<file path="src/rtl/mux8_rr_arbiter_pkg.sv">
// Shared constants, FSM state type and helpers for the mux8 round-robin arbiter.
package mux8_arb_pkg;

  localparam int unsigned NREQ  = 8;
  localparam int unsigned SEL_W = 3;

  typedef enum logic {
    ARB_IDLE,
    ARB_OWN
  } arb_state_e;

  // Binary requester index to one-hot grant vector.
  function automatic logic [NREQ-1:0] idx_to_onehot(input logic [SEL_W-1:0] idx);
    logic [NREQ-1:0] oh;
    oh      = '0;
    oh[idx] = 1'b1;
    return oh;
  endfunction

endpackage

</file>
<file path="src/rtl/mux8_rr_arbiter_rr_pick.sv">
// Combinational circular priority search: first set bit of (req & ~mask),
// scanning upward from start with wrap-around.
module rr_pick
  import mux8_arb_pkg::*;
(
  input  logic [7:0] req,
  input  logic [2:0] start,
  input  logic [7:0] mask,
  output logic       found,
  output logic [2:0] idx
);

  logic [7:0] cand;
  logic [2:0] pos;

  // Scan the eight positions in circular order; the first candidate wins.
  always_comb begin
    found = 1'b0;
    idx   = '0;
    pos   = '0;
    cand  = req & ~mask;
    for (int unsigned i = 0; i < NREQ; i++) begin
      pos = start + SEL_W'(i);
      if (!found && cand[pos]) begin
        found = 1'b1;
        idx   = pos;
      end
    end
  end

endmodule

</file>
<file path="src/rtl/mux8_rr_arbiter.sv">
// Round-robin grant controller driving the select of a shared mux8to1.
// Each grant lasts at most HOLD_MAX accepted beats (out_valid && out_ready),
// or until the owner drops its request; handover to a waiting requester
// happens at the releasing edge with no dead cycle.
// Optional build macro MUX8_ARB_FIXED_PRIO_EN: fixed priority (index 0
// highest), no fairness pointer; hold expiry still forces re-arbitration.
module mux8_rr_arbiter
  import mux8_arb_pkg::*;
#(
  parameter int unsigned HOLD_MAX = 4
) (
  input  logic       clk,
  input  logic       rst_n,
  input  logic [7:0] req,
  output logic [7:0] grant,
  output logic [2:0] sel,
  output logic       out_valid,
  input  logic       out_ready,
  output logic       busy
);

  localparam logic [3:0] HOLD_LAST = 4'(HOLD_MAX - 1);

  arb_state_e state_q, state_d;
  logic [2:0] sel_q, sel_d;
  logic [7:0] grant_q, grant_d;
  logic [3:0] beat_cnt_q, beat_cnt_d;

  logic       owner_req;
  logic       accept;
  logic       hold_exp;
  logic       release_own;
  logic [2:0] pick_start;
  logic [7:0] pick_mask;
  logic       pick_found;
  logic [2:0] pick_idx;

`ifndef MUX8_ARB_FIXED_PRIO_EN
  logic [2:0] ptr_q, ptr_d;
`endif

  assign owner_req   = req[sel_q];
  assign busy        = (state_q == ARB_OWN);
  assign out_valid   = busy && owner_req;
  assign accept      = out_valid && out_ready;
  assign hold_exp    = accept && (beat_cnt_q == HOLD_LAST);
  assign release_own = busy && (!owner_req || hold_exp);
  assign grant       = grant_q;
  assign sel         = sel_q;

`ifdef MUX8_ARB_FIXED_PRIO_EN
  // Fixed priority: the expired owner stays eligible, so index 0 re-wins
  // immediately while it keeps requesting.
  assign pick_start = '0;
  assign pick_mask  = '0;
`else
  // From OWN the search begins just past the owner (the value ptr takes at
  // this edge); an expired owner is masked so it cannot re-win at handover.
  assign pick_start = busy ? (sel_q + 3'd1) : ptr_q;
  assign pick_mask  = hold_exp ? idx_to_onehot(sel_q) : '0;
`endif

  rr_pick u_pick (
    .req   (req),
    .start (pick_start),
    .mask  (pick_mask),
    .found (pick_found),
    .idx   (pick_idx)
  );

  // Next-state: acquire from IDLE, count beats, release and hand over.
  always_comb begin
    state_d    = state_q;
    sel_d      = sel_q;
    grant_d    = grant_q;
    beat_cnt_d = beat_cnt_q;
`ifndef MUX8_ARB_FIXED_PRIO_EN
    ptr_d      = ptr_q;
`endif
    unique case (state_q)
      ARB_IDLE: begin
        if (pick_found) begin
          state_d    = ARB_OWN;
          sel_d      = pick_idx;
          grant_d    = idx_to_onehot(pick_idx);
          beat_cnt_d = '0;
        end
      end
      ARB_OWN: begin
        if (release_own) begin
`ifndef MUX8_ARB_FIXED_PRIO_EN
          ptr_d = sel_q + 3'd1;
`endif
          beat_cnt_d = '0;
          if (pick_found) begin
            sel_d   = pick_idx;
            grant_d = idx_to_onehot(pick_idx);
          end else begin
            state_d = ARB_IDLE;
            grant_d = '0;
          end
        end else if (accept) begin
          beat_cnt_d = beat_cnt_q + 4'd1;
        end
      end
      default: state_d = ARB_IDLE;
    endcase
  end

  // State registers with asynchronous active-low reset.
  always_ff @(posedge clk or negedge rst_n) begin
    if (!rst_n) begin
      state_q    <= ARB_IDLE;
      sel_q      <= '0;
      grant_q    <= '0;
      beat_cnt_q <= '0;
`ifndef MUX8_ARB_FIXED_PRIO_EN
      ptr_q      <= '0;
`endif
    end else begin
      state_q    <= state_d;
      sel_q      <= sel_d;
      grant_q    <= grant_d;
      beat_cnt_q <= beat_cnt_d;
`ifndef MUX8_ARB_FIXED_PRIO_EN
      ptr_q      <= ptr_d;
`endif
    end
  end

endmodule

</file>
<file path="config.mk">
export PLATFORM = sky130hd
export DESIGN_NAME = mux8_rr_arbiter
export DESIGN_NICKNAME = d
export VERILOG_FILES = /design/src/rtl/mux8_rr_arbiter_pkg.sv /design/src/rtl/mux8_rr_arbiter_rr_pick.sv /design/src/rtl/mux8_rr_arbiter.sv
export SDC_FILE = /design/constraint.sdc
export NUM_CORES = 1
export LEC_CHECK = 0
export ABC_AREA = 1
export BUFFER_PORTS_ARGS = -buffer_cell sky130_fd_sc_hd__buf_2
export CORE_MARGIN = 2
export CORE_UTILIZATION = 39
export DETAILED_ROUTE_END_ITERATION = 8
export GPL_TIMING_DRIVEN = 0
export PLACE_DENSITY = 0.65
export SLEW_MARGIN = 20
export SYNTH_ARGS = -nofsm -noshare
export SYNTH_HDL_FRONTEND = slang
export SYNTH_SLANG_ARGS = --single-unit
</file>
<file path="constraint.sdc">
create_clock -name clk -period 2.8 [get_ports clk]
set_input_delay 0.42 -clock clk [delete_from_list [all_inputs] [get_ports clk]]
set_output_delay 0.42 -clock clk [all_outputs]
set_load 0.05 [all_outputs]
</file>
==> metrics, run 1 <==
Num Clock Sinks 19; worst reg-to-reg setup slack -0.04 ns; hold crit path type in2async; drt pass-1 iters 4; DRC 0; Fill cells 449; die width 74.6 µm; crit-path cells ha_4 > inv_1 > nand2_2 > o21ai_4 > buf_4 > ha_2 > xor2_4 > inv_2 > nand2_1 > nand2_2 > nand4_4 > nor2_8 > nand3_4 > o22ai_4 > nand2_1 > o21ai_1; Seq/Total Area, Yosys 0.245; # H-tree levels 1; crit path kind reg2reg; most frequent cells in the layout nand2_1 (56), buf_4 (31), nand3_2 (26); most common cell after layout, fill and taps aside nand2_1; Final Hold Viols 0; fraction of the cycle the final worst path needs 1.02; area of the multi-input gates 0.00167 mm²; outcome finished with violations; Area growth, synth to finish 46.4%; Initial Util 0.409; max-slew violation count 0; root buffer cell clkbuf_8; Total GRT Usage 0.210; fin util 0.598; final setup margin -0.0442 ns; skew final 0.00327 ns; routed len/inst 14.3 µm; Final Critical Period 2.84 ns; unrepaired setup endpoints after global routing true; largest net degree at the start of global routing 20; YS warnings 0; hpwl dp 3.84 mm; antenna violations before repair 0; share of cells above drive strength 1 0.486; Synth Register Bits 19; CTS tree built; Worst-Skew Late Latency 0.26 ns; CP max-delay cell dfrtp_4; Via-to-Cell Ratio 5.32; Unique masters post-synth 31; Die Footprint 0.00556 mm²; total wire length 5.99 mm; Place WS -0.316 ns; crit start category flip-flop; failing checks negative setup slack; syn avg cell area 6.63 µm²; Bufs on Longest Clock Path 2; final setup fails 10; CP max stage delay 0.50 ns; worst-margin pin slew 0.424 ns; Peak Freq 352 MHz; FF/Latch Area 482 µm²; Core Footprint 0.00475 mm²; die height 74.6 µm; ANT nets after route 0; clk slew on worst S/H paths 0.08 ns; Gate Count Post-Synth 293; grt ovf 0; Iteration-0 DRC Markers 166; hold_buf cts 0; Worst EP required 2.99 ns; cell area after synthesis 0.00194 mm²; ys async rst share 1.00; input/output buffers 23; routability cong. 0.894; CP Buf/Inv Count 3; Post-synth top flop dfrtp_1; CP top delay family simple AND/OR/NAND/NOR gates; Max transition margin 0.718; Max-cap violations 0; IO Count 24; first-pass GRT wire length 9.11 mm; vias in the first global route 2,012; final net count 369; CP Max Fanout 8; Row Count 25; Antenna Cells 0; Setup crit end kind flip-flop; Arr. time, crit path 3.04 ns; Syn Nets 309; Post-synth EDFFs 0; vias 2,228; CTS Buf Count 3
## path summary, 6_finish.rpt
kind | from | to | cells after the start
min reg2reg | grant[4]$_DFFE_PN0P_ | grant[4]$_DFFE_PN0P_ | 2
min in group clk | grant[4]$_DFFE_PN0P_ | grant[4]$_DFFE_PN0P_ | 2
max in group asynchronous | rst_n | sel[1]$_DFFE_PN0P_ | 1
min | rst_n | beat_cnt_q[1]$_DFFE_PN0P_ | 1
max | sel[1]$_DFFE_PN0P_ | beat_cnt_q[0]$_DFFE_PN0P_ | 16
max reg2reg | sel[1]$_DFFE_PN0P_ | beat_cnt_q[0]$_DFFE_PN0P_ | 16
## worst register-to-register path: stages (launching register included)
cell,delay [ns]
dfrtp_4,0.50
ha_4,0.27
inv_1,0.05
nand2_2,0.07
o21ai_4,0.09
buf_4,0.17
ha_2,0.20
xor2_4,0.20
inv_2,0.09
nand2_1,0.07
nand2_2,0.13
nand4_4,0.16
nor2_8,0.21
nand3_4,0.13
o22ai_4,0.24
nand2_1,0.12
o21ai_1,0.09
## stage by stage
step	hold slack (ns)	cells	setup TNS, ns	instance area, µm²
3_5_place_dp	0.382	383	-3.70	2180
6_report	0.0832	419	-0.227	2850
2_1_floorplan	0.124	293	0	1980
5_1_grt	0.107	419	-3.20	2850
3_3_place_gp	0.381	383	-3.63	2180
4_1_cts	0.0981	407	0	2520
## per-layer routing
layer  global-route usage  vias up  share of wire
li1                     -     1096              -
met1                0.266     1060           0.41
met2                0.382       66           0.52
met3               0.0393        6          0.063
met4               0.0238        0         0.0060
met5                    0        -              0
## registers in the layout, summed over array words and instances (netlist names)
signal and count:
beat_cnt_q 4, sel 3, busy 1, grant 8
ptr_q 3
## cell families (layout without fill, tap and decap cells)
| family | Yosys count | after routing | share of synthesized area |
|---|---|---|---|
| AND/OR/NAND/NOR | 195 | 196 | 0.521 |
| buffers and inverters | 44 | 102 | 0.0914 |
| AO/OA/AOI/OAI | 25 | 25 | 0.0844 |
| flip-flops | 19 | 19 | 0.245 |
| adder cells (fa/ha/maj) | 5 | 5 | 0.0322 |
| XOR/XNOR | 5 | 5 | 0.0264 |
## cell usage after synthesis (3+ instances only)
cell type | count | area [µm²]
nand4_1 | 18 | 113
nand3_2 | 5 | 50.1
ha_1 | 5 | 62.6
nand2_2 | 4 | 25.0
o21ai_0 | 8 | 40.0
nand2_1 | 75 | 282
nand3_1 | 52 | 260
buf_2 | 4 | 20.0
nor3_1 | 6 | 30.0
inv_1 | 28 | 105
nor2_2 | 7 | 43.8
xor2_1 | 3 | 26.3
dfrtp_1 | 19 | 475
o21ai_1 | 9 | 45.0
nand2_4 | 4 | 45.0
nor2_1 | 17 | 63.8
inv_2 | 10 | 37.5
## area by class of cell
| class | instances | area share |
|---|---|---|
| inverter | 39 | 0.0572 |
| clock inverter | 1 | 0.00264 |
| clock buffer | 3 | 0.0145 |
| sequential | 19 | 0.169 |
| multi-input combinational | 231 | 0.587 |
| buffer | 4 | 0.0110 |
| tap | 67 | 0.0295 |
| timing repair buffer | 55 | 0.129 |
## timing repair
action,CTS,global route
gates resized for setup,34,57
cloned,1,0
setup buffers,19,13
endpoints found under the setup margin,15,15
pin swaps,25,53
Power of run 1 is not shown: default switching activity piles up to over one toggle a cycle in this logic, so the estimate is an artifact.
==> inputs of run 2 (changes only) <==
--- a/config.mk
+++ b/config.mk
@@ -15,4 +15,5 @@
 export SLEW_MARGIN = 20
 export SYNTH_ARGS = -nofsm -noshare
 export SYNTH_HDL_FRONTEND = slang
+export SYNTH_HIERARCHICAL = 1
 export SYNTH_SLANG_ARGS = --single-unit
==> run 2 against run 1 <==
  * The flow still finishes with violations (negative setup slack)
  * Highest routed layer unchanged
  * Wire length down 6.0%
  * Critical endpoint is now grant[5]$_DFFE_PN0P_
  * Largest cell class unchanged
  * Design area up 5.6%
  * Worst setup slack worse by 0.32 ns
  * Sequential cell count unchanged
==> metrics, run 2 <==
outcome finished with violations; failing checks negative setup slack; reg2reg start sel[0]$_DFFE_PN0P_; Seq/Total Area, Yosys 0.235; worst-margin pin slew 0.427 ns; cell area after synthesis 0.00202 mm²; Post-synth top flop dfrtp_1; Post-Synth Simple-Gate Area 0.539; Initial Util 0.401; Place WS -0.410 ns; fin util 0.596; Synth top area share 0.235; Total GRT Usage 0.180; Bufs on Longest Clock Path 2; skew final 0.00460 ns; Syn Nets 312; die height 76.0 µm; routability cong. 0.869; area leader, netlist dfrtp_1; Num Clock Sinks 19; hpwl dp 3.73 mm; CP Max Fanout 7; share of cells above drive strength 1 0.550; total wire length 5.63 mm; CTS Buf Count 3; DRC 0; final setup fails 16; Unique masters post-synth 31; antenna violations before repair 0; hold_ws 0.0916 ns; cell area after layout 0.00300 mm²; Post-synth EDFFs 0; Die Footprint 0.00577 mm²; ys async rst share 1.00; final setup margin -0.363 ns; count leader, synth nand2_1; Antenna Cells 0; Worst EP required 3.00 ns; worst reg-to-reg setup slack -0.36 ns; Arr. time, crit path 3.36 ns; Via-to-Cell Ratio 4.99; syn avg cell area 6.80 µm²; hold_buf cts 0; ANT nets after route 0; max-slew violation count 0; Iteration-0 DRC Markers 94; routed len/inst 13.4 µm; max FFs per register 8; crit path kind reg2reg; clk slew on worst S/H paths 0.07 ns; Max-cap violations 0; most frequent cells in the layout nand2_1 (60), nand3_2 (26), nand2_2 (25); most common cell after layout, fill and taps aside nand2_1; unrepaired setup endpoints after global routing true; die width 76.0 µm; Peak Freq 316 MHz; Max transition margin 0.715; Cell Area, Placed 0.00241 mm²; drt pass-1 iters 4; YS warnings 6; vias 2,100; worst r2r dst grant[5]$_DFFE_PN0P_; XOR/XNOR share of the synthesized area 0.0334; final net count 367; ranking of synthesized cells by area dfrtp_1 (24%), nand2_1 (16%), nand3_1 (9.7%); Adder-Cell Fraction of Synth Area 0.0248; Core Footprint 0.00504 mm²; input/output buffers 23; largest family of logic cells by synthesized area simple AND/OR/NAND/NOR gates; vias in the first global route 1,984; IO Count 24; Post-synth top cells nand2_1 (86), nand3_1 (39), inv_1 (34); # H-tree levels 1; Final Hold Viols 0; mux contribution to synthesized area 0; hold crit path type in2async; Worst-Skew Late Latency 0.26 ns; Synth Register Bits 19; FF-to-FF path depth 27; largest net degree at the start of global routing 20; root buffer cell clkbuf_8; Gate Count Post-Synth 297; grt ovf 0; CTS tree built; Row Count 26; crit start category flip-flop; Setup crit end kind flip-flop; Final Critical Period 3.16 ns; fraction of the cycle the final worst path needs 1.13; compound-gate portion of the synthesized area 0.0557; Area growth, synth to finish 48.7%; first-pass GRT wire length 8.77 mm
## run 2: worst max-delay path, stage by stage (launching register included)
cell and delay [ns]:
dfrtp_2 0.43, buf_8 0.15, inv_8 0.06, nand2_2 0.04, nand2_2 0.08, nand2_2 0.05
nand2_2 0.06, nand2_2 0.05, nand2_4 0.08, nand2_4 0.05, nor2_4 0.18, nand2_4 0.10
nor2_2 0.12, inv_2 0.06, nand3_2 0.12, nand3_2 0.08, nand2_2 0.10, nor2_4 0.05
nor2_4 0.18, nand4_4 0.11, nor2_4 0.18, buf_6 0.13, nand3_2 0.07, nand3_4 0.14
inv_2 0.07, nor2_4 0.12, nand4_1 0.13, nand2_1 0.09
## run 2: kinds of logic after synthesis
logic type               Yosys count
buffers and inverters             48
AO/OA/AOI/OAI                     21
adder cells (fa/ha/maj)            4
AND/OR/NAND/NOR                  199
flip-flops                        19
XOR/XNOR                           6
## run 2: repair_timing
item / 4_1_cts / 5_1_grt
setup endpoints to repair: 16 / 16
cloned: 0 / 1
buffers inserted: 14 / 12
pin swaps: 34 / 36
gates resized for setup: 30 / 62
## run 2: worst max-delay path by stage
stage                             from                   end  slack (ns)  cells past startpoint
detailed placement  sel[0]$_DFFE_PN0P_  grant[2]$_DFFE_PN0P_       -0.41                     26
global route        sel[0]$_DFFE_PN0P_  grant[5]$_DFFE_PN0P_       -0.59                     27
finish              sel[0]$_DFFE_PN0P_  grant[5]$_DFFE_PN0P_       -0.36                     27
floorplan           sel[0]$_DFFE_PN0P_  grant[2]$_DFFE_PN0P_       -0.13                     26
global placement    sel[1]$_DFFE_PN0P_  grant[4]$_DFFE_PN0P_       -0.40                     19
CTS                 sel[0]$_DFFE_PN0P_  grant[3]$_DFFE_PN0P_       -0.24                     26
## run 2: metrics by stage
stage	cells	TNS, ns
6_report	421	-4.26
5_1_grt	421	-7.90
4_1_cts	408	-2.71
3_5_place_dp	390	-5.39
3_3_place_gp	390	-4.91
2_1_floorplan	297	-1.18
## run 2: per-layer routing
metal | wire length (µm) | share of wire | up-vias | GRT usage
li1 | - | - | 1078 | -
met1 | 2350 | 0.42 | 970 | 0.234
met2 | 3040 | 0.54 | 39 | 0.326
met3 | 112 | 0.020 | 13 | 0.00829
met4 | 123 | 0.022 | 0 | 0.0509
met5 | 0 | 0 | - | 0
## run 2: cell type report
type	instances	area (µm²)
flip-flops and latches	19	482
inverters	41	186
plain buffers	7	80.1
well taps	70	87.6
fillers	456	2040
clock buffers	3	41.3
clock inverters	1	5.00
repair buffers	49	322
multi-input cells	231	1800
Power of run 2 is left out for the same reason.
